## config.mk

```make
export PLATFORM = sky130hd
export DESIGN_NAME = if_fetch_buf
export DESIGN_NICKNAME = d
export VERILOG_FILES = /design/src/rtl/if_fetch_buf_pkg.sv /design/src/rtl/if_fetch_buf_fifo.sv /design/src/rtl/if_fetch_buf.sv
export SDC_FILE = /design/constraint.sdc
export NUM_CORES = 1
export LEC_CHECK = 0
export CELL_PAD_IN_SITES_DETAIL_PLACEMENT = 0
export CELL_PAD_IN_SITES_GLOBAL_PLACEMENT = 1
export CORE_ASPECT_RATIO = 1.1
export CORE_MARGIN = 2
export CORE_UTILIZATION = 50
export CTS_BUF_LIST = sky130_fd_sc_hd__clkbuf_8
export CTS_CLUSTER_DIAMETER = 40
export CTS_CLUSTER_SIZE = 12
export DETAILED_ROUTE_END_ITERATION = 6
export GPL_TIMING_DRIVEN = 0
export PLACE_DENSITY = 0.9
export SLEW_MARGIN = 20
export SYNTH_ARGS = -nofsm -noshare
export SYNTH_HDL_FRONTEND = slang
export SYNTH_SLANG_ARGS = --single-unit
export TNS_END_PERCENT = 1
```

## constraint.sdc

```tcl
create_clock -name clk -period 3.1 [get_ports clk]
set_input_delay 0.465 -clock clk [delete_from_list [all_inputs] [get_ports clk]]
set_output_delay 0.465 -clock clk [all_outputs]
set_load 0.05 [all_outputs]
```

## src/rtl/if_fetch_buf_pkg.sv

```systemverilog
// Shared defaults and entry type for the instruction fetch buffer.
// Widths here are the defaults; if_fetch_buf rebuilds the entry type from its own parameters.
package if_fetch_buf_pkg;

    localparam int unsigned ADDR_W_DEF = 16;
    localparam int unsigned INST_W_DEF = 32;
    localparam int unsigned DEPTH_DEF  = 4;

    typedef struct packed {
        logic [ADDR_W_DEF-1:0] pc;
        logic [INST_W_DEF-1:0] inst;
    } fetch_entry_t;

    function automatic int unsigned cnt_w(input int unsigned depth);
        return $clog2(depth) + 1;
    endfunction

endpackage

```

## src/rtl/if_fetch_buf_fifo.sv

```systemverilog
// Generic synchronous FIFO: typed entries, power-of-two depth, flush to empty.
// Pointers wrap naturally; the count is one bit wider than the pointers.
module if_fifo
    import if_fetch_buf_pkg::*;
#(
    parameter type         T     = logic,
    parameter int unsigned DEPTH = DEPTH_DEF
) (
    input  logic                     clk_i,
    input  logic                     rst_ni,
    input  logic                     push_i,
    input  logic                     pop_i,
    input  logic                     flush_i,
    input  T                         wdata_i,
    output T                         rdata_o,
    output logic [$clog2(DEPTH):0]   count_o,
    output logic                     full_o,
    output logic                     empty_o
);

    localparam int unsigned PW = $clog2(DEPTH);

    T               mem_q [DEPTH];
    logic [PW-1:0]  wptr_q, wptr_d;
    logic [PW-1:0]  rptr_q, rptr_d;
    logic [PW:0]    count_q, count_d;
    logic           do_push;
    logic           do_pop;

    always_comb begin
        full_o  = (count_q == (PW+1)'(DEPTH));
        empty_o = (count_q == '0);
        do_pop  = pop_i & ~empty_o & ~flush_i;
        // A full FIFO still accepts a push when a pop frees a slot in the same cycle.
        do_push = push_i & (~full_o | do_pop) & ~flush_i;

        wptr_d  = wptr_q;
        rptr_d  = rptr_q;
        count_d = count_q;

        if (flush_i) begin
            wptr_d  = '0;
            rptr_d  = '0;
            count_d = '0;
        end else begin
            if (do_push) wptr_d = wptr_q + PW'(1);
            if (do_pop)  rptr_d = rptr_q + PW'(1);
            case ({do_push, do_pop})
                2'b10:   count_d = count_q + (PW+1)'(1);
                2'b01:   count_d = count_q - (PW+1)'(1);
                default: count_d = count_q;
            endcase
        end
    end

    always_ff @(posedge clk_i or negedge rst_ni) begin
        if (!rst_ni) begin
            wptr_q  <= '0;
            rptr_q  <= '0;
            count_q <= '0;
        end else begin
            wptr_q  <= wptr_d;
            rptr_q  <= rptr_d;
            count_q <= count_d;
        end
    end

    always_ff @(posedge clk_i or negedge rst_ni) begin
        if (!rst_ni) begin
            for (int unsigned i = 0; i < DEPTH; i++) begin
                mem_q[i] <= '0;
            end
        end else if (do_push) begin
            mem_q[wptr_q] <= wdata_i;
        end
    end

    assign rdata_o = mem_q[rptr_q];
    assign count_o = count_q;

endmodule

```

## src/rtl/if_fetch_buf.sv

```systemverilog
// Fetch buffer: aligns PC requests with registered ROM data and queues {pc, inst} for decode.
// Raises hold early enough that every in-flight ROM read is guaranteed a FIFO slot.
module if_fetch_buf
    import if_fetch_buf_pkg::*;
#(
    parameter int unsigned DEPTH  = DEPTH_DEF,
    parameter int unsigned ADDR_W = ADDR_W_DEF,
    parameter int unsigned INST_W = INST_W_DEF
) (
    input  logic              clk,
    input  logic              rst,
    input  logic              ce,
    input  logic [ADDR_W-1:0] pc,
    input  logic [INST_W-1:0] inst,
    input  logic              flush,
    output logic              hold,
    output logic              out_valid,
    output logic [ADDR_W-1:0] out_pc,
    output logic [INST_W-1:0] out_inst,
    input  logic              out_ready,
    output logic              ovf
);

    localparam int unsigned CW = cnt_w(DEPTH);

    typedef struct packed {
        logic [ADDR_W-1:0] pc;
        logic [INST_W-1:0] inst;
    } entry_t;

    logic              ce_q, ce_d;
    logic [ADDR_W-1:0] pc_q, pc_d;
    logic              ovf_q, ovf_d;

    logic              push;
    logic              pop;
    entry_t            wr_entry;
    entry_t            rd_entry;
    logic [CW-1:0]     count;
    logic              full;
    logic              empty;
    logic [CW:0]       occupancy;

    always_comb begin
        // Clearing the request pipe on flush squashes the read that returns next cycle.
        ce_d      = ce & ~flush;
        pc_d      = pc;
        push      = ce_q & ~flush;
        pop       = ~empty & out_ready & ~flush;
        wr_entry  = '{pc: pc_q, inst: inst};
        ovf_d     = ovf_q | (push & full & ~pop);
        occupancy = (CW+1)'(count) + (CW+1)'(ce_q);
    end

    always_ff @(posedge clk or negedge rst) begin
        if (!rst) begin
            ce_q  <= 1'b0;
            pc_q  <= '0;
            ovf_q <= 1'b0;
        end else begin
            ce_q  <= ce_d;
            pc_q  <= pc_d;
            ovf_q <= ovf_d;
        end
    end

    if_fifo #(
        .T     (entry_t),
        .DEPTH (DEPTH)
    ) u_fifo (
        .clk_i   (clk),
        .rst_ni  (rst),
        .push_i  (push),
        .pop_i   (pop),
        .flush_i (flush),
        .wdata_i (wr_entry),
        .rdata_o (rd_entry),
        .count_o (count),
        .full_o  (full),
        .empty_o (empty)
    );

    assign hold      = (occupancy >= (CW+1)'(DEPTH));
    assign out_valid = ~empty;
    assign out_pc    = rd_entry.pc;
    assign out_inst  = rd_entry.inst;
    assign ovf       = ovf_q;

endmodule

```

==> impl_metrics.ini, run 1 <==
[route]
wire_per_inst_um = 20.2
ant_nets = 0
first_iter_violations = 244
wl_mm = 19.2
drc = 0
post_drt_via_cell_ratio = 5.58
first_pass_iters = 4
via_count = 5283

[logic_synthesis]
syn-num-nets = 606
yosys-mux-area-fraction = 0.354
syn_area_um2 = 9440
yosys.area_share.adder = 0.00742
synthXorXnorAreaFrac = 0.00371
synthSimpleGateAreaFrac = 0.0199
ys.flop_type = dfrtp_1
synth_compound_area_frac = 0.0117
synth_enable_flop_cells = 0
synth_cell_types = 39
synth_area_leaders = dfrtp_1 (57%), mux2_2 (21%), mux4_2 (11%)
synth_seq_cells = 217
synth_most_common_cell = dfrtp_1
synth_area_per_cell_um2 = 17.2
synth_common_cells = dfrtp_1 (217), mux2_2 (173), mux4_2 (48)
synth.top_cell.area_share = 0.575
synth_top_family_by_area = multiplexers
yosysTopAreaCell = dfrtp_1
synthArstFlopShare = 1.00
ys_seq_area_frac = 0.575
ys_warn_count = 0
synthCells = 548

[run]
cap_violations = 0

[clock_tree]
clk_pin_slew_ps = 80
clockRootBuffer = clkbuf_8
numCtsBuffers = 29
htreeDepth = 1
clock_sinks = 217
cts_setup_buffers = 0
clock_latency_ps = 540
clock_path_buffers = 3
cts_tree = yes

[global_routing]
grt_pass1_wl_mm = 31.5
antenna_found_initial = 0
grt_max_degree = 101
grt_pass1_vias = 6096
grt_usage = 0.198
grt.overflow.total = 0

[floorplan]
core_area_um2 = 18500
start_util = 0.511
die_x_um = 135
fp.dieH_um = 148
pin_count = 104
num_rows = 52
dieArea_um2 = 20000

[timing]
period_needed_ps = 2930
finClkSkew_ps = 17.0
fin_crit_sh = 0.946
rsz0062_at_grt = false
drv_slew = 0
worst_slew_pin_slew_ps = 701
holdWs_ps = 349
setup-violations-final = 0
fmax_ghz = 0.341
maxSlewHeadroom = 0.533
report.final.hold_viol_count = 0

[power]
p_leak_uw = 0.00527
powerDensity_nw_per_um2 = 729
ir_drop_v = 0.000400

[layout]
antenna_cells = 0
final_net_count = 743
drive_gt1_frac = 0.467
syn_to_final_growth_pct = 21.7
postLayoutCoreUtil = 0.622

[hold_path]
min_from = pc[1]
min-delay-path-class = input port to flip-flop

[setup_path]
r2r-start = u_fifo.count_o[2]
start_kind = flip-flop
path_max_fanout = 10
startpoint = u_fifo.rptr_q[1]
cp_data_required_time_ps = 2630
crit_type = flip-flop to output pin
setup.worst_path.end_class = output pin
cp.arrival_ps = 2470

[place]
globalplace.congestion = 0.771
place_hpwl_mm = 12.9
port_buffers = 103

[run_status]
status = finished clean
-- registers in the layout, summed over array words and instances (netlist names) --
| name | flops |
|---|---|
| pc_q | 16 |
| u_fifo.count_o | 3 |
| u_fifo.rptr_q | 2 |
| u_fifo.wptr_q | 2 |
| ce_q | 1 |
| u_fifo.mem_q | 192 |
| ovf | 1 |
-- per-stage QoR --
stage | cell area [µm²] | setup slack (ps) | power (µW) | cells | setup TNS (ps)
2_1_floorplan | 9440 | 926 | 5450 | 548 | 0
3_3_place_gp | 10800 | -6750 | 6130 | 894 | -1460560
3_5_place_dp | 10800 | -117 | 6270 | 896 | -947
4_1_cts | 11400 | -254 | 8500 | 947 | -4450
5_1_grt | 11500 | 20.1 | 8760 | 947 | 0
6_report | 11500 | 168 | 8380 | 947 | 0
-- power by group --
group / total (µW) / switching, µW / leakage [µW] / internal, µW
combinational: 2420 / 1330 / 0.00216 / 1090
clock: 2300 / 1120 / 0.000326 / 1190
sequential: 3660 / 287 / 0.00279 / 3370
-- area by class of cell --
class                      instances  area (µm²)
buffer                            37         269
clock buffer                      30         413
clock inverter                    20         205
fill                            1347        6980
inverter                           5        18.8
multi-input combinational        289        3740
sequential                       217        5430
tap                              243         304
timing repair buffer             106        1110
-- cell families (layout without fill, tap and decap cells) --
group | count (synthesis) | after routing
adders and majority gates | 5 | 5
and+or+nand+nor | 23 | 23
muxes | 242 | 242
xor gates and xnor gates | 4 | 4
buffers and inverters | 42 | 198
DFF | 217 | 217
AOI/OAI and AO/OA | 15 | 15
-- routing by layer --
metal / track usage / vias to the layer above / wire length (µm)
li1: - / 2320 / -
met1: 0.257 / 2815 / 8070
met2: 0.346 / 105 / 9880
met3: 0.0262 / 43 / 728
met4: 0.0682 / 0 / 486
met5: 0 / - / 0
-- layout by cell type, fill, tap and decap left out, types with 2 or more instances in the layout --
| master | n |
|---|---|
| a31o_2 | 2 |
| a31oi_1 | 3 |
| buf_16 | 2 |
| buf_2 | 9 |
| buf_4 | 2 |
| buf_6 | 13 |
| bufinv_16 | 3 |
| clkbuf_1 | 7 |
| clkbuf_2 | 2 |
| clkbuf_4 | 3 |
| clkbuf_8 | 30 |
| clkdlybuf4s50_1 | 54 |
| clkinv_2 | 7 |
| clkinv_4 | 2 |
| clkinvlp_4 | 2 |
| dfrtp_1 | 217 |
| dlygate4sd2_1 | 29 |
| dlymetal6s2s_1 | 19 |
| ha_1 | 4 |
| inv_1 | 7 |
| inv_6 | 2 |
| inv_8 | 2 |
| mux2_2 | 173 |
| mux2_4 | 20 |
| mux4_2 | 48 |
| nand2b_1 | 2 |
| nor2_1 | 4 |
| nor3_1 | 3 |
| nor4b_2 | 4 |
| o21ai_0 | 2 |
| xor2_1 | 3 |
-- worst paths after layout --
path / slack (ps) / cells past startpoint / end
min reg2reg: 480 / 1 / ovf
max reg2reg: 710 / 6 / u_fifo.count_o[2]
max in group asynchronous: 1920 / 3 / u_fifo.mem_q[167]
min in group asynchronous: 390 / 2 / u_fifo.mem_q[43]
min: 350 / 1 / pc_q[1]
max: 170 / 4 / out_inst[19]
-- timing repair --
item | 4_1_cts | 5_1_grt
hold buffers | 1 | 0
setup endpoints to repair | 48 | 25
gates resized for setup | 34 | 22
hold endpoints to repair | 34 | 0
-- critical path, stage by stage (launching register included) --
cell,delay (ps)
dfrtp_1,390
buf_2,300
clkbuf_2,390
mux4_2,390
dlygate4sd2_1,450
(Power assumes the default switching activity.)
==> run 2: changes to the inputs <==
Settings changed: CELL_PAD_IN_SITES_DETAIL_PLACEMENT 0 to 1, CELL_PAD_IN_SITES_GLOBAL_PLACEMENT 1 to 2, CORE_UTILIZATION 50 to 42, CTS_BUF_LIST sky130_fd_sc_hd__clkbuf_8 to not set, PLACE_DENSITY 0.9 to 0.87.
==> run 2 against run 1 <==
Wire length grew 14%. Largest cell class unchanged. Worst hold slack gained 15 ps. Count of clock-buffer cells in the layout grew 15. Highest routed layer unchanged. Die area grew 18%. Sequential share of layout area shrank 2.3 points.
==> impl_metrics.ini, run 2 (synthesis results as in run 1) <==
[run_status]
status = finished clean

[power]
powerDensity_nw_per_um2 = 826
p_leak_uw = 0.00538
ir_drop_v = 0.000527

[run]
cap_violations = 0

[layout]
syn_to_final_growth_pct = 27.8
nFillCells = 2070
seq_area_um2 = 5430
multi_input_area_um2 = 3740
antenna_cells = 0
final_cell_mix = dfrtp_1 (217), mux2_2 (173), clkdlybuf4s50_1 (54), mux4_2 (48), dlygate4sd2_1 (46)
layout_commonest_cell = dfrtp_1
finalNonFillerCells = 1010
largest_register = u_fifo.mem_q
final_net_count = 748
postLayoutCoreUtil = 0.546
largest_reg_flops = 192
drive_gt1_frac = 0.474
final_area_um2 = 12100

[route]
ant_nets = 0
wire_per_inst_um = 21.7
drc = 0
first_pass_iters = 4
via_count = 5345
post_drt_via_cell_ratio = 5.29
wl_mm = 21.9
first_iter_violations = 204

[place]
globalplace.congestion = 0.715
place_worst_setup_slack_ps = -208
place_area_um2 = 10900
port_buffers = 103
place_hpwl_mm = 14.1
dp.cells = 948

[floorplan]
pin_count = 104
die_x_um = 147
start_util = 0.427
num_rows = 57
dieArea_um2 = 23700
fp.dieH_um = 161
core_area_um2 = 22100

[global_routing]
antenna_found_initial = 0
grt_max_degree = 108
grt_pass1_wl_mm = 35.5
grt_usage = 0.191
grt.overflow.total = 0
grt_pass1_vias = 6507

[setup_path]
path_max_fanout = 10
crit_chain = buf_2, clkbuf_2, mux4_2, dlygate4sd2_1
crit_family = buffers and inverters
cp_data_required_time_ps = 2630
cp.arrival_ps = 2430
max_stage_delay_ps = 450
setup.worst_path.end_class = output pin
worst_path_max_delay_cell = dlygate4sd2_1
start_kind = flip-flop
critPathBufInv = 3
crit_type = flip-flop to output pin
r2r_slack_ps = 620

[timing]
fin_crit_sh = 0.933
setup-violations-final = 0
finClkSkew_ps = 22.8
maxSlewHeadroom = 0.507
drv_slew = 0
holdWs_ps = 364
period_needed_ps = 2890
rsz0062_at_grt = false
fmax_ghz = 0.346
report.final.hold_viol_count = 0
fin_ws_ps = 207
worst_slew_pin_slew_ps = 739

[clock_tree]
htreeDepth = 2
clock_sinks = 217
cts_tree = yes
clock_path_buffers = 3
clockRootBuffer = clkbuf_16
numCtsBuffers = 34
clk_pin_slew_ps = 50
clock_latency_ps = 500

[hold_path]
min-delay-path-class = input port to asynchronous set/reset pin
## run 2: cell count changes in the layout (fill, tap and decap cells not counted), moves of 2 or more
cell / change
buf_4: +3
clkbuf_8: -25
inv_1: -2
dlygate4sd2_1: +17
clkbuf_4: -3
dlymetal6s2s_1: -17
clkbuf_16: +37
clkinv_2: -3
clkbuf_1: +4
## run 2: repair_timing
action | 4_1_cts | 5_1_grt
setup endpoints to repair | 48 | 2
setup buffers | 0 | 0
pin swaps | 0 | 0
hold buffers | 1 | 0
resized for setup | 54 | 2
gates cloned | 0 | 0
endpoints found under the hold margin | 4 | 0
## run 2: stage by stage
stage,total power [µW],TNS [ps]
global route,10400,0
CTS,10100,-264
floorplan,5450,0
detailed placement,6290,-1790
finish,9980,0
global placement,6140,-1453780
## run 2: cell type report
type,instances,share of cell area
plain buffers,37,0.0223
clock buffers,45,0.0833
clock inverters,16,0.0155
inverters,5,0.00155
multi-input cells,289,0.310
flip-flops and latches,217,0.450
well taps,295,0.0306
repair buffers,106,0.0869
## run 2: per-layer routing
layer	GRT usage	vias to the layer above	wire [µm]
met4	0.0642	0	609
met1	0.234	2866	8980
met3	0.0325	43	707
met5	0	-	0
li1	-	2331	-
met2	0.343	105	11600
## run 2: path summary, 6_finish.rpt
path                                      to              start  cells past startpoint
setup / recovery                out_inst[23]   u_fifo.rptr_q[1]                      4
setup reg to reg           u_fifo.count_o[2]  u_fifo.count_o[2]                      6
max in group asynchronous  u_fifo.mem_q[133]                rst                      3
hold reg to reg             u_fifo.mem_q[82]   u_fifo.mem_q[82]                      1
hold / removal              u_fifo.mem_q[90]                rst                      2
min in group clk                     pc_q[9]              pc[9]                      1
## run 2: power breakdown
part / leakage (µW) / internal [µW] / switching (µW)
registers: 0.00279 / 3380 / 299
logic: 0.00201 / 1050 / 1360
clock network: 0.000581 / 2550 / 1340
==> run 3: changes to the inputs <==
Settings changed: CORE_UTILIZATION 42 to 30, DONT_BUFFER_PORTS set to 1, PLACE_DENSITY 0.87 to 0.62.
==> run 3 against run 2 <==
The run now ends with hold timing left. Largest cell class unchanged. Maximum frequency grew 5.8%. Sequential power barely moved. Power is 1.8% lower. Worst hold slack got worse by 710 ps. Via count down 5.8%. Global-route usage shrank 5.4 points. Count of clock-buffer cells in the layout up 5. Non-clock buffer count shrank 90. Core utilization down 18 points. Register-to-register slack better by 70 ps. Critical endpoint is now out_inst[13].
==> impl_metrics.ini, run 3 (synthesis results as in run 1) <==
[clock_tree]
numCtsBuffers = 37
clock_latency_ps = 510
cts_tree = yes
htreeDepth = 2
clk_pin_slew_ps = 50
clockRootBuffer = clkbuf_16
cts_hold_buf = 16
clock_sinks = 217
cts_setup_buffers = 0
clock_path_buffers = 3

[place]
globalplace.congestion = 0.737
port_buffers = 0
place_hpwl_mm = 14.3
dp.cells = 968

[timing]
report.final.hold_viol_count = 217
setup_tns_ps = 0
fmax_ghz = 0.366
maxSlewHeadroom = 0.452
rsz0062_at_grt = false
drv_slew = 0
fin_crit_sh = 0.882
holdWs_ps = -344
finClkSkew_ps = 20.5
period_needed_ps = 2730
worst_slew_pin_slew_ps = 822
setup-violations-final = 0

[hold_path]
min-delay-path-class = input port to asynchronous set/reset pin

[route]
first_pass_iters = 4
drc = 0
wl_mm = 21.9
wl_met1_mm = 8.62
post_drt_via_cell_ratio = 4.79
wire_per_inst_um = 20.8
ant_nets = 0
route.met3.wl_um = 978
via_count = 5037
dr_wl_met2_mm = 11.7
routed.top_layer = met4
first_iter_violations = 208

[global_routing]
grt.overflow.total = 0
grt_pass1_vias = 5922
antenna_found_initial = 0
grt_usage = 0.137
grt_pass1_wl_mm = 35.0
grt_max_degree = 218

[setup_path]
max_stage_delay_ps = 740
ff2ff_path_depth = 6
crit_chain = clkbuf_1, buf_2, mux4_2
start_kind = flip-flop
crit_family = multiplexers
path_depth = 3
r2r-start = u_fifo.count_o[2]
path_max_fanout = 10
r2r_slack_ps = 690
worst_path_max_delay_cell = mux4_2
setup.worst_path.end_class = output pin
cp.arrival_ps = 2270
cp_data_required_time_ps = 2630
crit_type = flip-flop to output pin
reg2reg_to = u_fifo.count_o[2]
critPathBufInv = 2

[layout]
largest_reg_flops = 192
syn_to_final_growth_pct = 20.7
largest_register = u_fifo.mem_q
nFillCells = 3124
final_net_count = 661
layout_commonest_cell = dfrtp_1
antenna_cells = 0
finalNonFillerCells = 1051
drive_gt1_frac = 0.537
final_cell_mix = dfrtp_1 (217), mux2_2 (173), mux4_2 (48), clkbuf_16 (39), mux2_4 (20)

[floorplan]
start_util = 0.302
pin_count = 104
num_rows = 68
die_x_um = 173
core_area_um2 = 31200
fp.dieH_um = 190
dieArea_um2 = 32900

[power]
p_sw_uw = 2940
p_leak_uw = 0.00494
internal_power_uw = 6870
ir_drop_v = 0.000359
powerDensity_nw_per_um2 = 860
swShare = 0.300
power_frac_seq = 0.375
clockPowerShare = 0.416
pwr-share-comb = 0.209

[run_status]
violations = hold timing
status = finished, violations left

[run]
cap_violations = 0
## run 3: area by class of cell
class | count | area [µm²] | area share
clock buffers | 50 | 1080 | 0.0945
clock inverters | 17 | 185 | 0.0163
well taps | 420 | 526 | 0.0461
inverters | 5 | 18.8 | 0.00165
multi-input cells | 289 | 3740 | 0.328
flip-flops and latches | 217 | 5430 | 0.477
repair buffers | 16 | 160 | 0.0141
plain buffers | 37 | 255 | 0.0224
## run 3: repair_timing
action | in CTS | in global routing
resized for setup | 1 | 1
hold endpoints to repair | 233 | 217
setup endpoints to repair | 10 | 10
## run 3: how the worst max path moves through the flow
stage	slack [ps]	from	endpoint
after global routing	190	u_fifo.rptr_q[0]	out_inst[20]
after detailed placement	250	u_fifo.rptr_q[1]	out_inst[24]
after floorplan	930	u_fifo.count_o[2]	u_fifo.count_o[2]
after global placement	220	u_fifo.rptr_q[1]	out_inst[24]
final	370	u_fifo.rptr_q[0]	out_inst[13]
after CTS	8	u_fifo.rptr_q[1]	out_inst[24]
## run 3: routing by layer
| metal | up-vias | track usage |
|---|---|---|
| li1 | 2165 | - |
| met3 | 44 | 0.0352 |
| met5 | - | 0 |
| met2 | 96 | 0.248 |
| met1 | 2732 | 0.156 |
| met4 | 0 | 0.0512 |
## run 3: power groups by stage
stage / combinational [µW] / clock, µW / sequential, µW
floorplan: 1840 / 0 / 3610
global placement: 2020 / 0 / 3650
detailed placement: 2070 / 0 / 3730
CTS: 2090 / 4200 / 3680
global route: 2150 / 4340 / 3750
finish: 2050 / 4080 / 3670
## run 3: stage by stage
step	power [µW]	instance area (µm²)	hold WS [ps]	worst slack (ps)	utilization
after CTS	9970	11400	-375	8.31	0.365
after global placement	5670	9970	174	224	0.319
after floorplan	5450	9440	169	926	-
after global routing	10200	11400	-377	190	0.365
final	9800	11400	-344	365	0.365
after detailed placement	5800	9970	175	251	0.319
